File: config.mk
export PLATFORM = sky130hd
export DESIGN_NAME = load_store_unit
export DESIGN_NICKNAME = d
export VERILOG_FILES = /design/src/rtl/load_store_unit_pkg.sv /design/src/rtl/lsu_align.sv /design/src/rtl/load_store_unit.sv
export SDC_FILE = /design/constraint.sdc
export NUM_CORES = 1
export LEC_CHECK = 0
export ABC_AREA = 1
export CORE_MARGIN = 2
export CORE_UTILIZATION = 48
export DETAILED_ROUTE_END_ITERATION = 16
export PLACE_DENSITY_LB_ADDON = 0.08
export SKIP_LAST_GASP = 1
export SLEW_MARGIN = 15
export SYNTH_ARGS = -nofsm -noshare
export SYNTH_HDL_FRONTEND = slang
export SYNTH_SLANG_ARGS = --single-unit
export TNS_END_PERCENT = 30
File: constraint.sdc
create_clock -name clk -period 2.4 [get_ports clk]
set_input_delay 0.6 -clock clk [delete_from_list [all_inputs] [get_ports clk]]
set_output_delay 0.6 -clock clk [all_outputs]
set_load 0.01 [all_outputs]
File: src/rtl/load_store_unit_pkg.sv
// Shared LSU definitions: FSM state encoding, RV32I load/store funct3 codes, and
// small helpers for op legality and address alignment.
package load_store_unit_pkg;

   localparam logic [1:0] ST_IDLE = 2'd0;
   localparam logic [1:0] ST_REQ  = 2'd1;
   localparam logic [1:0] ST_WAIT = 2'd2;
   localparam logic [1:0] ST_DONE = 2'd3;

   localparam logic [2:0] F3_B  = 3'b000;
   localparam logic [2:0] F3_H  = 3'b001;
   localparam logic [2:0] F3_W  = 3'b010;
   localparam logic [2:0] F3_BU = 3'b100;
   localparam logic [2:0] F3_HU = 3'b101;

   function automatic logic f3_legal(input logic load, input logic [2:0] f3);
      if (load)
         return (f3 == F3_B) || (f3 == F3_H) || (f3 == F3_W) || (f3 == F3_BU) || (f3 == F3_HU);
      return (f3 == F3_B) || (f3 == F3_H) || (f3 == F3_W);
   endfunction

   // f3[1:0] encodes access size for both loads and stores: 00 byte, 01 half, 10 word.
   function automatic logic is_misaligned(input logic [2:0] f3, input logic [1:0] lo);
      case (f3[1:0])
         2'b01:   return lo[0];
         2'b10:   return lo != 2'b00;
         default: return 1'b0;
      endcase
   endfunction

   function automatic logic [1:0] align_lo(input logic [2:0] f3, input logic [1:0] lo);
      case (f3[1:0])
         2'b01:   return {lo[1], 1'b0};
         2'b10:   return 2'b00;
         default: return lo;
      endcase
   endfunction

endpackage

File: src/rtl/lsu_align.sv
// Combinational byte-lane logic: store byte enables and lane-replicated write data,
// plus load lane extraction with sign/zero extension.
module lsu_align
   import load_store_unit_pkg::*;
(
   input  logic [2:0]  funct3,
   input  logic [1:0]  addr_lo,
   input  logic [31:0] store_data,
   input  logic [31:0] rdata,
   output logic [3:0]  be,
   output logic [31:0] wdata,
   output logic [31:0] load_data
);

   logic [31:0] lane;

   always_comb begin
      be    = 4'b1111;
      wdata = store_data;
      case (funct3[1:0])
         2'b00: begin
            be    = 4'b0001 << addr_lo;
            wdata = {4{store_data[7:0]}};
         end
         2'b01: begin
            be    = 4'b0011 << {addr_lo[1], 1'b0};
            wdata = {2{store_data[15:0]}};
         end
         default: begin
            be    = 4'b1111;
            wdata = store_data;
         end
      endcase
   end

   assign lane = rdata >> {addr_lo, 3'b000};

   always_comb begin
      load_data = lane;
      case (funct3)
         F3_B:    load_data = {{24{lane[7]}}, lane[7:0]};
         F3_H:    load_data = {{16{lane[15]}}, lane[15:0]};
         F3_BU:   load_data = {24'd0, lane[7:0]};
         F3_HU:   load_data = {16'd0, lane[15:0]};
         default: load_data = lane;
      endcase
   end

endmodule

File: src/rtl/load_store_unit.sv
// RV32I memory stage: one load/store at a time over req/gnt/rvalid; zero-wait load wb 3 cycles after accept.
// busy stalls upstream from accept until IDLE; LSU_MISALIGN_TRAP_EN traps misaligned ops instead of aligning.
module load_store_unit
   import load_store_unit_pkg::*;
#(
   parameter int XLEN      = 32,
   parameter int NUM_BYTES = 4
) (
   input  logic                 clk,
   input  logic                 reset,
   input  logic                 in_valid,
   input  logic                 is_load,
   input  logic                 is_store,
   input  logic [2:0]           funct3,
   input  logic [XLEN-1:0]      addr,
   input  logic [XLEN-1:0]      store_data,
   input  logic [4:0]           rd,
   output logic                 busy,
   output logic                 wb_valid,
   output logic [4:0]           wb_rd,
   output logic [XLEN-1:0]      wb_data,
   output logic                 mem_req,
   output logic                 mem_we,
   output logic [XLEN-1:0]      mem_addr,
   output logic [NUM_BYTES-1:0] mem_be,
   output logic [XLEN-1:0]      mem_wdata,
   input  logic                 mem_gnt,
   input  logic                 mem_rvalid,
   input  logic [XLEN-1:0]      mem_rdata
`ifdef LSU_MISALIGN_TRAP_EN
   ,
   output logic                 misalign
`endif
);

   logic [1:0]           state;
   logic                 op_load;
   logic [2:0]           op_f3;
   logic [XLEN-1:0]      op_addr;
   logic [XLEN-1:0]      op_data;
   logic [4:0]           op_rd;
   logic [XLEN-1:0]      wb_data_q;
   logic                 accept;
   logic                 issue;
   logic [1:0]           addr_lo_eff;
   logic [NUM_BYTES-1:0] be;
   logic [XLEN-1:0]      wdata;
   logic [XLEN-1:0]      load_data;

   assign accept = (state == ST_IDLE) && in_valid && (is_load ^ is_store) && f3_legal(is_load, funct3);

`ifdef LSU_MISALIGN_TRAP_EN
   logic misalign_q;
   assign issue       = accept && !is_misaligned(funct3, addr[1:0]);
   assign addr_lo_eff = addr[1:0];
   assign misalign    = misalign_q;

   always_ff @(posedge clk or negedge reset) begin
      if (!reset) misalign_q <= 1'b0;
      else        misalign_q <= accept && is_misaligned(funct3, addr[1:0]);
   end
`else
   // Misaligned halfword/word accesses are silently pulled down to their natural boundary.
   assign issue       = accept;
   assign addr_lo_eff = align_lo(funct3, addr[1:0]);
`endif

   always_ff @(posedge clk or negedge reset) begin
      if (!reset) begin
         state     <= ST_IDLE;
         op_load   <= 1'b0;
         op_f3     <= 3'd0;
         op_addr   <= '0;
         op_data   <= '0;
         op_rd     <= 5'd0;
         wb_data_q <= '0;
      end else begin
         case (state)
            ST_IDLE: begin
               if (issue) begin
                  state   <= ST_REQ;
                  op_load <= is_load;
                  op_f3   <= funct3;
                  op_addr <= {addr[XLEN-1:2], addr_lo_eff};
                  op_data <= store_data;
                  op_rd   <= rd;
               end
            end
            ST_REQ: begin
               if (mem_gnt) state <= op_load ? ST_WAIT : ST_IDLE;
            end
            ST_WAIT: begin
               if (mem_rvalid) begin
                  wb_data_q <= load_data;
                  state     <= ST_DONE;
               end
            end
            default: state <= ST_IDLE;
         endcase
      end
   end

   lsu_align u_align (
      .funct3     (op_f3),
      .addr_lo    (op_addr[1:0]),
      .store_data (op_data),
      .rdata      (mem_rdata),
      .be         (be),
      .wdata      (wdata),
      .load_data  (load_data)
   );

   // Memory-side outputs are zeroed outside REQ so the bus is quiet when idle.
   assign busy      = (state != ST_IDLE);
   assign mem_req   = (state == ST_REQ);
   assign mem_we    = mem_req && !op_load;
   assign mem_addr  = mem_req ? {op_addr[XLEN-1:2], 2'b00} : '0;
   assign mem_be    = mem_req ? be : '0;
   assign mem_wdata = mem_we ? wdata : '0;
   assign wb_valid  = (state == ST_DONE);
   assign wb_rd     = wb_valid ? op_rd : 5'd0;
   assign wb_data   = wb_valid ? wb_data_q : '0;

endmodule

* Word-level counts from Yosys, hierarchy flattened *
Index checks and enable logic that the tools add are counted.

word-level totals
  flip-flop bits (word level) = 107
  bits in latches = 0
  memory bits (writable) = 0
  bits in read-only memories = 0
  bits of input ports = 111
  logic and storage cells = 61
  memories = 0

cells by class
  add/sub/neg operators = 0
  multiply operators = 0
  div/mod/pow operators = 0
  order comparisons = 0
  equal/unequal tests = 16
  shift operators = 3
  muxes and demuxes = 17
  bitwise logic cells = 1
  reductions and logical operators = 17

operators with widths
  operator                                          count
  one-hot mux 32 bit (4 select lines)               1
  two-way mux 32 bit                                3
  one-hot mux 32 bit (2 select lines)               1
  right shift 32 x 5 -> 32 bit                      1
  == test 3 bit (second input constant)             4
  two-way mux 2 bit                                 4
  one-hot mux 4 bit (2 select lines)                1
  == test 2 x 1 -> 1 bit (second input constant)    3
  == test 2 bit (second input constant)             3
  == test 3 x 1 -> 1 bit (second input constant)    2
  logical NOT 3 bit                                 2
  one-hot mux 2 bit (3 select lines)                1
  two-way mux 5 bit                                 1
  logical AND 1 bit                                 4
  logical NOT 2 bit                                 2
  logical OR 1 bit                                  4
  two-way mux 4 bit                                 1
  != test 2 bit (second input constant)             2
  one-hot mux 2 bit (2 select lines)                1
  AND reduction 2 bit                               2
  left shift 1 x 2 -> 4 bit (first input constant)  1
  left shift 2 x 2 -> 4 bit (first input constant)  1
  == test 3 x 2 -> 1 bit (second input constant)    1
  two-way mux 1 bit                                 3
  5 further kinds                                   5

* Longest topological paths before layout *
  depth in word-level cells = 10
  depth in mapped cells = 11

* By module *
A second synthesis with hierarchy kept.

unflattened totals
  cells, all modules = 878
  area, all modules = 5,987.0 µm²

modules (own cells, without submodules)
  module           times used  cells each  area each (µm²)  sequential area each (µm²)
  load_store_unit  1           633         4,849.7          2,677.6
  lsu_align        1           245         1,137.3          0.0

* Least setup slack after synthesis *
OpenSTA, ideal clock, no wires.

  path kind = reg2out
  from = reg state[1]
  to = out mem_wdata[22]
  data arrival time = 1.307 ns
  data required time = 1.800 ns
  path slack = 0.493 ns
  cell stages (with the launch flop) = 7
  path through = dfrtp_1 -> inv_1 -> nand2_1 -> nor2_4 -> clkinv_1 -> buf_2 -> nor2_1

between the ends
  longest elaborated chain between the ends = 3

RTL lines
  element                 line                    RTL
  from (decl)             load_store_unit.sv:36   logic [1:0] state;
  from (signal assigned)  load_store_unit.sv:90   if (mem_gnt) state <= op_load ? ST_WAIT : ST_IDLE;
  == test 2 x 1 -> 1 bit  load_store_unit.sv:115  assign mem_req = (state == ST_REQ);
  logical AND 1 bit       load_store_unit.sv:116  assign mem_we = mem_req && !op_load;
  net mem_we              load_store_unit.sv:23   output logic mem_we,
  two-way mux 32 bit      load_store_unit.sv:119  assign mem_wdata = mem_we ? wdata : '0;
  to (decl)               load_store_unit.sv:26   output logic [XLEN-1:0] mem_wdata,

The timed path passes the listed nets, and every way through them passes these cells.

* Worst setup path after layout *
  from = reg state[1]
  to = out mem_wdata[4]

between the ends
  longest elaborated chain between the ends = 3

RTL lines
  element                 line
  == test 2 x 1 -> 1 bit  load_store_unit.sv:115
  logical AND 1 bit       load_store_unit.sv:116
  two-way mux 32 bit      load_store_unit.sv:119

No other way between the ends.

==> flow_summary.ini <==
[sta]
grt_setup_unrepaired = yes
setup_tns_ps = -171
fmax_mhz = 407
setup_slack_ps = -56.0
fin_crit_ps = 2460
finalHoldViolCount = 0
skew_ps = 10.1
setup_viol = 6
min_period_over_period = 1.02
drv_slew = 0

[cts]
cts_buffers = 9
cts_htree_levels = 3
cts_tree = built
cts_root_buffer = clkbuf_16
cts_sinks = 107
clock_latency_ps = 350
clkSlewWorstSetupHoldPaths_ps = 70
hold_buffers = 0
clock_path_buffers = 2

[setup_path]
path_class = flop to primary output
critPathMaxFanout = 9
cp_cell_sequence = inv_1 > nand2_1 > nor2_4 > buf_4 > clkinv_4 > nor2_1 > clkdlybuf4s50_1
cpPeakStageDelay_ps = 560
cp-end-kind = primary output
critPathRequiredTime_ps = 1800
critPathSlowestCell = clkdlybuf4s50_1
arrival_ps = 1860
cp_num_buf_inv = 4
cp_top_family = buffers and inverters
crit_path_start_kind = flop

[status]
violations = negative setup slack
status = complete, but fails checks

[grt]
grt.total_usage = 0.258
grt_pass1_wl_um = 26500
grt_overflow = 0
grt_pass1_vias = 5540
grt_max_degree = 71
grt_antenna_before_repair = 0

[die]
ios = 220
rows = 40
die_h_um = 114
dieArea_sq_um = 13000
die_w_um = 114
core-area_sq_um = 11900
initial_core_util = 0.488

[drt]
wl_per_cell_um = 13.7
drt-met1-wl_um = 6790
drtPass1Iterations = 5
drc = 0
met3_length_um = 1260
wirelength_um = 16400
final_antenna_net_count = 0
drt_iter0_drc = 476
vias_per_cell = 4.89
wl_met2_um = 8090
top_layer = met4
vias = 5857

[final_layout]
drive_gt1_frac = 0.0543
mostFrequentLayoutCells = nand2_1 (236), clkdlybuf4s50_1 (183), nor2_1 (132)
antennaDiodeCount = 0
mostFrequentLayoutCell = nand2_1
instances_no_fill = 1197
finalNetCount = 1160
nFillCells = 1037
fin_util = 0.712
area_growth_pct = 46.0

[logic_synthesis]
synth_area_sq_um = 5810
yosys_warnings = 0
ys_seq_area_frac = 0.461
synthCells = 840
synth_cell_types = 24
synth.avg_cell_area_sq_um = 6.91
synth_top_cell_by_area = dfrtp_1
synth_area_leaders = dfrtp_1 (46%), nand2_1 (15%), nor2_1 (8.6%)
synth_top_area_frac = 0.461
synth-seq-cells = 107

[power_and_ir_drop]
irDropWorstVdd_mv = 0.597
cellLeakagePower_nw = 4.47
p_per_area_nw_per_um2 = 1050

[min_path]
hp-class = input pin to asynchronous set/reset pin

[placement]
gp_congestion = 0.928
dp_hpwl_um = 12200
dp.cells = 1180
pre_cts_slack_ps = 38.9
io_buffer_count = 217

[job]
drv_cap = 0
power breakdown:
part / switching, W / total [W] / internal, W
Combinational: 0.00261 / 0.00453 / 0.00192
Clock: 0.000659 / 0.00139 / 0.000732
Sequential: 0.000347 / 0.00301 / 0.00266
layer usage:
layer	track usage	up-vias
li1	-	2964
met1	0.321	2657
met2	0.443	216
met3	0.0749	20
met4	0.0683	0
met5	0	-
cells in the mapped netlist:
cell      count
a211oi_1      2
a21oi_1      27
buf_1         3
buf_2        22
buf_4        10
buf_6         1
clkbuf_1     12
clkinv_1      1
conb_1        1
dfrtp_1     107
ha_1          3
inv_1       127
inv_2         4
inv_4         1
nand2_1     236
nand2_2       4
nand3_1      45
nor2_1      133
nor2_2        2
nor2_4        2
o211ai_1      7
o21ai_0      81
o22ai_1       8
or2_1         1
worst register-to-register path, cell delays in order, from the launching register on:
cell,delay [ps]
dfrtp_1,410
inv_2,90
buf_4,300
nand2_1,120
nand3_1,100
nand2_1,90
nand2_2,260
inv_2,130
nor2_1,160
nor2_1,60
flip-flops by register name (all words and copies together), names as in the netlist:
register,count
op_load,1
op_rd,5
op_f3,3
op_addr,32
op_data,32
state,2
wb_data_q,32
logic make-up after synthesis:
kind of cell / Yosys count / synth area share
adder cells (fa/ha/maj): 3 / 0.00646
other: 1 / 0.000646
buffers and inverters: 181 / 0.130
flip-flops: 107 / 0.461
AO/OA/AOI/OAI: 125 / 0.113
AND/OR/NAND/NOR: 423 / 0.289
final timing paths:
kind	startpoint	end	slack [ps]	cells past startpoint
max in group asynchronous	reset	op_f3[0]$_DFFE_PN0P_	1670	2
min in group clk	op_data[18]$_DFFE_PN0P_	op_data[18]$_DFFE_PN0P_	470	2
setup / recovery	state[1]$_DFFE_PN0P_	mem_wdata[4]	-60	7
setup reg to reg	op_addr[0]$_DFFE_PN0P_	wb_data_q[12]$_DFFE_PN0P_	550	9
hold reg to reg	op_data[18]$_DFFE_PN0P_	op_data[18]$_DFFE_PN0P_	470	2
hold / removal	reset	op_data[26]$_DFFE_PN0P_	170	1
area by class of cell:
| cell class | count | area, sq um | share of cell area |
|---|---|---|---|
| clock inverters | 5 | 37.5 | 0.00443 |
| multi-input cells | 553 | 2400 | 0.283 |
| inverters | 133 | 507 | 0.0597 |
| well taps | 147 | 184 | 0.0217 |
| clock buffers | 10 | 239 | 0.0282 |
| repair buffers | 242 | 2440 | 0.288 |
| flip-flops and latches | 107 | 2680 | 0.316 |
what timing repair did:
action / in CTS / in global routing
buffers inserted: 2 / 0
resized for setup: 23 / 16
endpoints found under the hold margin: 0 / 0
pin swaps: 0 / 0
endpoints found under the setup margin: 72 / 96
per-stage QoR:
stage          power [W]  hold WS [ps]  area, sq um
5_1_grt          0.00969           186         8480
3_5_place_dp     0.00761           459         8160
4_1_cts          0.00901           178         8440
3_3_place_gp     0.00751           457         8160
2_1_floorplan    0.00564           304         5810
6_report         0.00893           169         8480
No activity file was read; power rests on OpenSTA's default activity.
==> RTL change (same settings) <==
Add a define of `LSU_MISALIGN_TRAP_EN`.
--- a/src/rtl/load_store_unit.sv
+++ b/src/rtl/load_store_unit.sv
@@ -1,4 +1,6 @@
 // RV32I memory stage: one load/store at a time over req/gnt/rvalid; zero-wait load wb 3 cycles after accept.
 // busy stalls upstream from accept until IDLE; LSU_MISALIGN_TRAP_EN traps misaligned ops instead of aligning.
+`define LSU_MISALIGN_TRAP_EN
+
 module load_store_unit
    import load_store_unit_pkg::*;
Formal check against the unedited RTL (old outputs only; new: misalign): not equivalent (a bounded check fails within 4 cycles, from zero or initial values and one cycle with reset low).
==> RTL change against the original RTL <==
The run still ends with setup timing left. Count of clock-buffer cells in the layout grew 1. Cell area grew 5.3%. Worst setup slack lost 100 ps. Register-to-register slack gained 80 ps. Routed wire length grew 3.1%. Combinational power shrank 8.6%. Synthesized area grew 7.9%. Power shrank 2.7%. First-iteration DRC count shrank 7.8%. Sequential cell count grew 1. Cell count grew 1.3%. Critical path type unchanged. Largest power group unchanged. Highest routed layer unchanged.
==> RTL change: results (changes against the original RTL) <==
INFO  metric outcome = finished with violations (unchanged)
INFO  metric violations = setup timing (unchanged)
INFO  metric m1WireLength = 6950 um (was 6790 um)
INFO  metric crit_path_end = mem_we (was mem_wdata[4])
INFO  metric wl_met3 = 1090 um (was 1260 um)
INFO  metric route.final.wire_length = 16900 um (was 16400 um)
INFO  metric post-route-worst-setup-slack = -158 ps (was -56.0 ps)
INFO  metric sh_seq_area = 30.3% (was 31.6%)
INFO  metric post_cts.repair.setup_buffers = 4 (was 2)
INFO  metric leakagePower = 0.00490 uW (was 0.00447 uW)
INFO  metric nonClockBufferCount = 248 (was 242)
INFO  metric comb.multi_input.count = 526 (was 553)
INFO  metric multi_input_comb_area = 2650 um^2 (was 2400 um^2)
INFO  metric cell_types_with_the_largest_area_share_after_synthesis = sky130_fd_sc_hd__dfrtp_1 43%, sky130_fd_sc_hd__nand2_1 9.0%, sky130_fd_sc_hd__nor2_1 8.7% (was sky130_fd_sc_hd__dfrtp_1 46%, sky130_fd_sc_hd__nand2_1 15%, sky130_fd_sc_hd__nor2_1 8.6%)
INFO  metric seq_area_frac_synth = 43.1% (was 46.1%)
INFO  metric synth.ff_latch_count = 108 (was 107)
INFO  metric total_global_routing_track_utilization = 24.5% (was 25.8%)
INFO  metric placement.io_buffers = 218 (was 217)
INFO  metric finalSetupTns = -2030 ps (was -171 ps)
INFO  metric final_instance_area = 8930 um^2 (was 8480 um^2)
INFO  metric synth.avg_cell_area = 7.60 um^2 (was 6.91 um^2)
INFO  metric timing.critical_path.arrival = 1960 ps (was 1860 ps)
INFO  metric clock_buffers = 11 (was 10)
INFO  metric dp_hpwl = 12400 um (was 12200 um)
INFO  metric post-place-ws = -138 ps (was 38.9 ps)
INFO  metric timing.critical_path.from = state[0]$_DFFE_PN0P_ (was state[1]$_DFFE_PN0P_)
INFO  metric nonClockInverterCount = 142 (was 133)
INFO  metric clock_tree_area_fraction = 3.28% (was 3.26%)
INFO  metric max-vdd-ir-drop = 0.497 mV (was 0.597 mV)
INFO  metric synth-adder-area-share = 0.599% (was 0.646%)
INFO  metric grt_first_pass_wirelength = 27600 um (was 26500 um)
INFO  metric regToRegStartpoint = state[1]$_DFFE_PN0P_ (was op_addr[0]$_DFFE_PN0P_)
INFO  metric vias_in_the_first_global_route = 5636 (was 5540)
INFO  metric groute.layer.met3.usage = 5.74% (was 7.49%)
INFO  metric synth_compound_area_share = 15.3% (was 11.3%)
INFO  metric dr_wl_met2 = 8550 um (was 8090 um)
INFO  metric final_layout_size_suffix_gt1_share = 12.0% (was 5.43%)
INFO  metric buffer_area_share = 28.4% (was 28.8%)
INFO  metric final-setup-viol-count = 56 (was 6)
-- RTL change: cell types whose count changed in the layout (fill, tap and decap cells not counted), moves of 12 or more --
cell / before / now
sky130_fd_sc_hd__o21ai_0: 81 / 41
sky130_fd_sc_hd__dlymetal6s2s_1: 15 / 27
sky130_fd_sc_hd__a21oi_2: 0 / 28
sky130_fd_sc_hd__nor2_4: 3 / 20
sky130_fd_sc_hd__nor2_1: 132 / 144
sky130_fd_sc_hd__o21ai_1: 0 / 21
sky130_fd_sc_hd__nand2_1: 236 / 150
sky130_fd_sc_hd__dlygate4sd2_1: 18 / 30
sky130_fd_sc_hd__clkdlybuf4s50_1: 183 / 159
-- RTL change: cell families after synthesis --
logic type	count (synthesis)
simple gates	369
fa+ha+maj	3
other cells	1
buf+inv	191
flops	108
compound gates	152
-- RTL change: power groups by stage --
| stage | Sequential [uW] | Clock (uW) | Combinational, uW |
|---|---|---|---|
| 2_1_floorplan | 2970 | 0 | 2770 |
| 3_3_place_gp | 3060 | 0 | 4140 |
| 3_5_place_dp | 3080 | 0 | 4220 |
| 4_1_cts | 3050 | 1530 | 4200 |
| 5_1_grt | 3150 | 1590 | 4680 |
| 6_report | 3060 | 1490 | 4140 |
-- RTL change: critical path, stage by stage (launching register included) --
cell and delay, ps:
sky130_fd_sc_hd__dfrtp_1 350, sky130_fd_sc_hd__inv_1 80, sky130_fd_sc_hd__nor2_2 160, sky130_fd_sc_hd__inv_2 80, sky130_fd_sc_hd__nor2_4 140, sky130_fd_sc_hd__buf_2 170
sky130_fd_sc_hd__buf_4 110, sky130_fd_sc_hd__clkdlybuf4s50_1 520
